**config.mk**
```make
export PLATFORM = sky130hd
export DESIGN_NAME = memory1_stage
export DESIGN_NICKNAME = d
export VERILOG_FILES = /design/src/rtl/cpu_defs.sv /design/src/rtl/StoreAlign.sv /design/src/rtl/memory1_stage.sv
export SDC_FILE = /design/constraint.sdc
export NUM_CORES = 1
export LEC_CHECK = 0
export ABC_AREA = 1
export BUFFER_PORTS_ARGS = -buffer_cell sky130_fd_sc_hd__buf_2
export CORE_AREA = 2 2 208 210
export DETAILED_ROUTE_END_ITERATION = 12
export DIE_AREA = 0 0 210 212
export GPL_ROUTABILITY_DRIVEN = 0
export PLACE_DENSITY_LB_ADDON = 0.25
export REMOVE_ABC_BUFFERS = 1
export SKIP_CTS_REPAIR_TIMING = 1
export SLEW_MARGIN = 20
export SYNTH_ARGS = -nofsm -noshare
export SYNTH_HDL_FRONTEND = slang
export SYNTH_SLANG_ARGS = --single-unit
```
**constraint.sdc**
```tcl
create_clock -name clk -period 1.25 [get_ports clk]
set_clock_uncertainty 0.2 [all_clocks]
set_input_delay 0 -clock clk [delete_from_list [all_inputs] [get_ports clk]]
set_output_delay 0 -clock clk [all_outputs]
set_load 0.01 [all_outputs]
```
**src/rtl/cpu_defs.sv**
```systemverilog
// Shared pipeline types for the memory1 stage: pass structs between stages,
// exception record, forwarding request, access-size encoding and ALE code.
package cpu_defs;

  typedef enum logic [1:0] {
    BT_BYTE = 2'd0,
    BT_HALF = 2'd1,
    BT_WORD = 2'd2
  } byte_type_t;

  // Address-alignment exception code
  localparam logic [5:0] ECODE_ALE = 6'h09;

  typedef struct packed {
    logic        valid;
    logic [5:0]  ecode;
    logic [31:0] badv;
  } excp_pass_t;

  typedef struct packed {
    logic        valid;
    logic [4:0]  idx;
    logic [31:0] data;
  } forward_req_t;

  typedef struct packed {
    logic        is_flush;
    logic [31:0] pc;
    logic [31:0] pc_plus4;
    logic [31:0] inst;
    logic [4:0]  rd;
    logic        is_wr_rd;
    logic        is_wr_rd_pc_plus4;
    logic        is_wr_csr;
    logic [13:0] csr_addr;
    logic        is_mem;
    logic        is_store;
    logic        is_signed;
    byte_type_t  byte_type;
    logic [31:0] ex_out;
    logic [31:0] rkd;
    logic        is_cac;
    logic        is_tlb;
    logic [4:0]  tlb_op;
    logic [9:0]  invtlb_asid;
  } execute_memory1_pass_t;

  typedef struct packed {
    logic        is_flush;
    logic [31:0] pc;
    logic [31:0] inst;
    logic [4:0]  rd;
    logic        is_wr_rd;
    logic        is_wr_rd_pc_plus4;
    logic        is_wr_csr;
    logic [13:0] csr_addr;
    logic        is_mem;
    logic        is_store;
    logic        is_signed;
    byte_type_t  byte_type;
    logic [31:0] ex_out;
    logic        is_cac;
    logic        is_tlb;
    logic [4:0]  tlb_op;
    logic [9:0]  invtlb_asid;
    logic [1:0]  addr_lo;   // byte offset used by memory2 for load extraction
  } memory1_memory2_pass_t;

  // True when the access is not naturally aligned for its size
  function automatic logic is_misaligned(input byte_type_t bt, input logic [1:0] lo);
    case (bt)
      BT_BYTE: return 1'b0;
      BT_HALF: return lo[0];
      default: return lo != 2'b00;
    endcase
  endfunction

endpackage

```
**src/rtl/StoreAlign.sv**
```systemverilog
// Store lane steering: builds byte strobes and replicated write data
// from the access size and the low address bits.
module StoreAlign
  import cpu_defs::*;
(
  input  byte_type_t  byte_type,
  input  logic [1:0]  addr_lo,
  input  logic [31:0] rkd,
  output logic [3:0]  wstrb,
  output logic [31:0] wdata
);

  // Replicate the store operand across all lanes and enable only the addressed ones
  always_comb begin
    wstrb = 4'hF;
    wdata = rkd;
    case (byte_type)
      BT_BYTE: begin
        wstrb = 4'b0001 << addr_lo;
        wdata = {4{rkd[7:0]}};
      end
      BT_HALF: begin
        wstrb = 4'b0011 << addr_lo;
        wdata = {2{rkd[15:0]}};
      end
      default: begin
      end
    endcase
  end

endmodule

```
**src/rtl/memory1_stage.sv**
```systemverilog
// Memory1 pipeline stage: holds the instruction from execute, checks
// alignment, issues exactly one dcache request per memory instruction and
// provides the forwarding source for non-load results.
module memory1_stage
  import cpu_defs::*;
(
  input  logic                  clk,
  input  logic                  rst,
  input  logic                  is_stall,
  input  logic                  is_flush,
  input  execute_memory1_pass_t pass_in,
  input  excp_pass_t            excp_pass_in,
  output logic                  dc_valid,
  input  logic                  dc_ready,
  output logic [31:0]           dc_addr,
  output logic                  dc_wr,
  output logic [3:0]            dc_wstrb,
  output logic [31:0]           dc_wdata,
  output forward_req_t          mem1_req,
  output logic                  m1_stall,
  output memory1_memory2_pass_t pass_out,
  output excp_pass_t            excp_pass_out
);

  typedef enum logic [1:0] {S_IDLE, S_REQ, S_SENT} req_state_t;

  req_state_t            state_q, state_d;
  execute_memory1_pass_t pass_q;
  excp_pass_t            excp_q;
  logic                  kill;
  logic                  ale;
  logic                  new_req;
  logic [31:0]           addr;
  logic [3:0]            strb_raw;

  assign addr = pass_q.ex_out;
  assign kill = is_flush | pass_q.is_flush | excp_q.valid;
  // An older exception already owns the instruction, so ALE only fires on clean ones
  assign ale  = pass_q.is_mem & ~pass_q.is_flush & ~excp_q.valid
              & is_misaligned(pass_q.byte_type, addr[1:0]);
  // Decide at latch time whether the incoming instruction needs the dcache
  assign new_req = pass_in.is_mem & ~pass_in.is_flush & ~excp_pass_in.valid
                 & ~is_misaligned(pass_in.byte_type, pass_in.ex_out[1:0]);

  // Stage register: capture from execute unless stalled; reset leaves a bubble
  always_ff @(posedge clk) begin
    if (rst) begin
      pass_q          <= '0;
      pass_q.is_flush <= 1'b1;
      excp_q          <= '0;
    end else if (!is_stall) begin
      pass_q <= pass_in;
      excp_q <= excp_pass_in;
    end
  end

  // Request FSM state register
  always_ff @(posedge clk) begin
    if (rst) state_q <= S_IDLE;
    else     state_q <= state_d;
  end

  // Request FSM next state and handshake outputs
  always_comb begin
    state_d  = state_q;
    dc_valid = 1'b0;
    m1_stall = 1'b0;
    if (!is_stall) begin
      state_d = new_req ? S_REQ : S_IDLE;
    end else if (state_q == S_REQ) begin
      if (kill)          state_d = S_IDLE;
      else if (dc_ready) state_d = S_SENT;
    end
    if (state_q == S_REQ) begin
      dc_valid = ~kill;
      m1_stall = ~dc_ready;
    end
  end

  StoreAlign u_store_align (
    .byte_type (pass_q.byte_type),
    .addr_lo   (addr[1:0]),
    .rkd       (pass_q.rkd),
    .wstrb     (strb_raw),
    .wdata     (dc_wdata)
  );

  assign dc_addr  = {addr[31:2], 2'b00};
  assign dc_wr    = pass_q.is_store;
  assign dc_wstrb = pass_q.is_store ? strb_raw : 4'h0;

  // Forwarding source; loads are excluded because their data is not ready yet
  always_comb begin
    mem1_req.valid = pass_q.is_wr_rd & ~kill & ~(pass_q.is_mem & ~pass_q.is_store)
                   & (pass_q.rd != 5'd0);
    mem1_req.idx   = pass_q.rd;
    mem1_req.data  = pass_q.is_wr_rd_pc_plus4 ? pass_q.pc_plus4 : pass_q.ex_out;
  end

  // Exception merge: older exception wins, otherwise report ALE with the bad address
  always_comb begin
    excp_pass_out = excp_q;
    if (!excp_q.valid && ale) begin
      excp_pass_out.valid = 1'b1;
      excp_pass_out.ecode = ECODE_ALE;
      excp_pass_out.badv  = addr;
    end
  end

  // Pass-through to memory2
  always_comb begin
    pass_out.is_flush          = kill | m1_stall;
    pass_out.pc                = pass_q.pc;
    pass_out.inst              = pass_q.inst;
    pass_out.rd                = pass_q.rd;
    pass_out.is_wr_rd          = pass_q.is_wr_rd;
    pass_out.is_wr_rd_pc_plus4 = pass_q.is_wr_rd_pc_plus4;
    pass_out.is_wr_csr         = pass_q.is_wr_csr;
    pass_out.csr_addr          = pass_q.csr_addr;
    pass_out.is_mem            = pass_q.is_mem;
    pass_out.is_store          = pass_q.is_store;
    pass_out.is_signed         = pass_q.is_signed;
    pass_out.byte_type         = pass_q.byte_type;
    pass_out.ex_out            = pass_q.ex_out;
    pass_out.is_cac            = pass_q.is_cac;
    pass_out.is_tlb            = pass_q.is_tlb;
    pass_out.tlb_op            = pass_q.tlb_op;
    pass_out.invtlb_asid       = pass_q.invtlb_asid;
    pass_out.addr_lo           = addr[1:0];
  end

endmodule

```
* Word level (Yosys, flattened, before mapping)
Cells that the tools add are included.
** Word-level totals
- Flip-flop bits (word level) :: 246
- Word-level logic and storage cells :: 74
** Operators by class
- Eq/ne operators :: 5
- Shift-type cells :: 2
- Multiplexer cells :: 14
- Bitwise operators :: 22
- Reduce and logical (&&, ||, !) cells :: 8
** Operators by type and width (number)
- $pmux 32 s2 :: 1
- $mux 39 :: 1
- $mux 32 :: 1
- $and 1x1->1 :: 10
- $not 1->1 :: 9
- $mux 2 :: 4
- $pmux 4 s2 :: 1
- $eq 2x1->1 const B :: 3
- $reduce_bool 5->1 :: 1
- $logic_not 2->1 :: 2
- $mux 4 :: 1
- $pmux 1 s2 :: 2
- $reduce_bool 2->1 :: 2
- $shl 1x2->4 const A :: 1
- $shl 2x2->4 const A :: 1
- $mux 1 :: 3
- $ne 3x1->1 const B :: 1
- $or 1x1->1 :: 3
- $ne 2x1->1 const B :: 1
- $reduce_and 2->1 :: 1
- $logic_and 1x1->1 :: 1
- $logic_not 1->1 :: 1

* Logic depth before layout (Yosys ltp)
- Depth in word-level cells :: 6
- Mapped depth :: 8
- Gate-level depth less buffers :: 6

* Cells and area by module
Synthesis repeated with hierarchy kept, for this count alone.
** Second synthesis, totals
- Cells, all modules :: 1566
- Area total of the unflattened synthesis :: 11242.0 sq um
** By module, submodules not included
- memory1_stage :: times used 1, cells each 1466, area an instance 10746.6 sq um, seq. area each 4924.7 sq um
- StoreAlign :: times used 1, cells each 100, area an instance 495.5 sq um, seq. area each 0.0 sq um

* Worst setup path after synthesis
No wires, ideal clock.
- Kind :: reg2out
- From :: reg pass_q (netlist bit addr[0])
- To :: out excp_pass_out[10] (netlist bit)
- Data arrival time :: 1193 ps
- Data required time :: 1050 ps
- Slack :: -143 ps
- Stages on the path, launching flop included :: 6
- Cells stage by stage :: dfxtp_1 inv_1 o21ai_1 nand2_1 clkbuf_1 o21ai_0
** RTL lines
- start, declared :: RTL line memory1_stage.sv:28 : execute_memory1_pass_t pass_q;
- start signal, assigned :: RTL line memory1_stage.sv:52 : pass_q <= pass_in;
- end, declared :: RTL line memory1_stage.sv:22 : output excp_pass_t excp_pass_out

==> impl_results.md <==
- Final setup margin: -0.8447 ns
- Reg-to-Reg Start: pass_q[204]
- First-pass GRT wire length: roughly 55000 um
- Avg WL per Cell: about 15 um
- M2 GR Usage: roughly 27%
- Vias in the first global route: 10240
- Share of the synthesized area in the top cell type: 44.84%
- Vias: 11930
- Top cells by area, synth: dfxtp_1 45%, nor2_1 14%, o21ai_0 13%
- Worst Tran Pin Value: approximately 0.55 ns
- Non-Filler Instances: between 2000 and 3000
- Tightest Hold Check Type: in2reg
- Global route overflow: 0
- Routed wire length: 40680 um
- Site Rows: 76
- CTS H-Tree Depth: 1
- Reg2Reg Depth: 5
- I/O pins: 540
- IO buf count: 537
- Die ar.: roughly 0.045 sq mm
- Post-placement cell count: between 2000 and 2500
- Final hold violations: 0
- Crit Path Class: reg2out
- Fin crit period: around 2.1 ns
- Mapped Area: roughly 0.011 sq mm
- Ratio of cells with drive above 1 in the final layout: a little over two fifths
- Core area: 0.04251 sq mm
- Fmax achieved: ~0.48 GHz
- TritonRoute pass-1 iters: 5
- Die width: ~210 um
- Sequential share of the synthesized area: around 45%
- Sequential cell area: 0.005102 sq mm
- FF-to-FF End: state_q[1]
- Startpoint Class: register
- Unrepaired setup endpoints after global routing: yes
- Distinct cells, synth: 21
- Avg Cell Area, Syn: around 7.2 sq um
- Nets: between 2000 and 2500
- Status: complete, but fails checks
- Worst slew margin: between 60% and 70%
- Yosys warns: 0
- Multi-input gate area: between 0.004 and 0.005 sq mm
- Yosys top cell by area: dfxtp_1
- Number of remaining DRC errors: 0
- CTS max path bufs: 3
- Die Ht: 212 um
- Grt met3 use: under 10%
- Largest net degree at the start of global routing: 56
- CTS root buffer: clkbuf_16
- Final Cycle Share: 167.6%
- CP Max Fanout: 10
- Worst EP arrival: 1.89 ns
- CTS tree: yes
- Area delta synth->final: 68.42%
- P_leak: approximately 9.0 nW
- Post-Synthesis Cells: approximately 1500
- VDD IR max: 1.040 mV
- Initial Util: 25.84%
- Clk slew on worst S/H paths: 0.06 ns
- Synthesis-stage register bit count: around 250
- Pwr Density: roughly 1200 mW/mm^2
- Design Area, Final: between 0.015 and 0.02 sq mm
- Dpl cell area: between 0.01 and 0.015 sq mm
- Hold depth: 4
- R2R Setup Slk: -0.01 ns
- Failing checks: negative setup slack
- Gr usage total: approximately 15%
- Number of fill cells in the layout: around 4200
- Hold Path End: excp_q[8]
- Critical Path Sink Type: primary output
- Min-delay src: excp_pass_in[8]
- Vias per cell: between 4 and 5
- Met1 GRT Util: 18.67%
- Later-pin clock latency in the skew report: approximately 0.54 ns
- Detailed Route Iter0 Violations: ~600
- # setup viols final: 345
- Ant diodes: 0
- Hold Slack: about 0.022 ns
- Global route hottest layer: met2
- Initial antenna violation count: 0
- Max-cap violations: 0
- Fin. max-slew vios: 0
- TritonCTS Sinks: 246
- CP required: 1.05 ns
- Total CTS buffers: 28
- ANT nets after route: 0
- Placed wire-length estimate: between 20000 and 30000 um
==> layout make-up <==
class | instances | share of cell area (%)
Clock buffer | 43 | 4.424
Inverter | 52 | 1.150
Sequential cell | 246 | 27.59
Tap cell | 546 | 3.694
Clock inverter | 3 | 0.3518
Timing Repair Buffer | 906 | 38.08
Multi-Input combinational cell | 935 | 24.71
==> where the power goes <==
part | switching (mW) | leakage [nW] | internal [mW]
logic | 2.18 | 6.48 | 2.38
registers | 0.405 | 2.08 | 8.44
clock network | 3.25 | 0.430 | 4.85
==> cell usage in the layout, fill, tap and decap left out, drive strengths merged <==
master       count
inv             50
clkinv           1
nor2           416
nand3           12
buf            652
o21ai          319
dfxtp          246
clkbuf          48
clkinvlp         2
nor3             2
nor4             1
conb             2
bufinv           2
o21a             1
o211ai           2
dlygate4sd3    249
nand2          129
a21oi           51
==> per-stage QoR <==
step	power (mW)	setup WS, ns	setup TNS (ns)	util (%)
after floorplan	10.27	-1.915	-543.48	-
after global placement	12.15	-0.3207	-10.68	31.85
after detailed placement	12.18	-0.3219	-11.43	31.85
after CTS	20.32	-0.9228	-71.97	33.93
after global routing	22.53	-0.9779	-110.81	43.51
final	21.49	-0.8447	-86.80	43.51
==> how the worst max path moves through the flow <==
stage,start,end,slack (ns),depth (start not counted)
after floorplan,rst,addr[0],-1.91,3
after global placement,excp_q[38],excp_pass_out[34],-0.32,8
after detailed placement,excp_q[38],excp_pass_out[34],-0.32,8
after CTS,excp_q[38],excp_pass_out[34],-0.92,8
after global routing,addr[0],excp_pass_out[23],-0.98,7
final,pass_q[204],excp_pass_out[23],-0.84,8
==> flip-flops by register name, indices dropped and copies added, names as in the netlist <==
register / flops
addr: 32
dc_wr: 1
excp_q: 39
mem1_req: 5
pass_out: 102
pass_q: 65
state_q: 2
==> worst max-delay path: stages (launching register included) <==
cell and delay (ns):
dfxtp_2 0.32, nor2_2 0.12, nand2_1 0.08, nor2_2 0.09, nand2_2 0.09, buf_12 0.16
buf_4 0.16, o21ai_1 0.16, buf_2 0.16
==> cell usage after synthesis <==
master,count
o21ai_1,18
nor4_1,1
inv_2,2
clkbuf_1,65
buf_1,1
nand2_1,129
conb_1,1
nor3_1,2
nor2_2,1
nor2_1,415
dfxtp_1,246
o21ai_0,296
o21ai_2,5
buf_2,28
inv_1,50
buf_4,189
buf_6,3
a21oi_1,51
o211ai_1,2
o21a_1,1
nand3_1,12
==> routing by layer <==
metal,vias to the layer above,wire (um)
met5,-,0
met4,0,1176
met3,71,2210
met2,398,20380
met1,5500,16910
li1,5963,-
==> kinds of logic after synthesis <==
kind of cell | count (synthesis) | synth area share, %
simple gates | 560 | 19.35
compound gates | 373 | 17.24
buf+inv | 338 | 18.54
other cells | 1 | 0.03415
flops | 246 | 44.84
(Power assumes the default switching activity.)
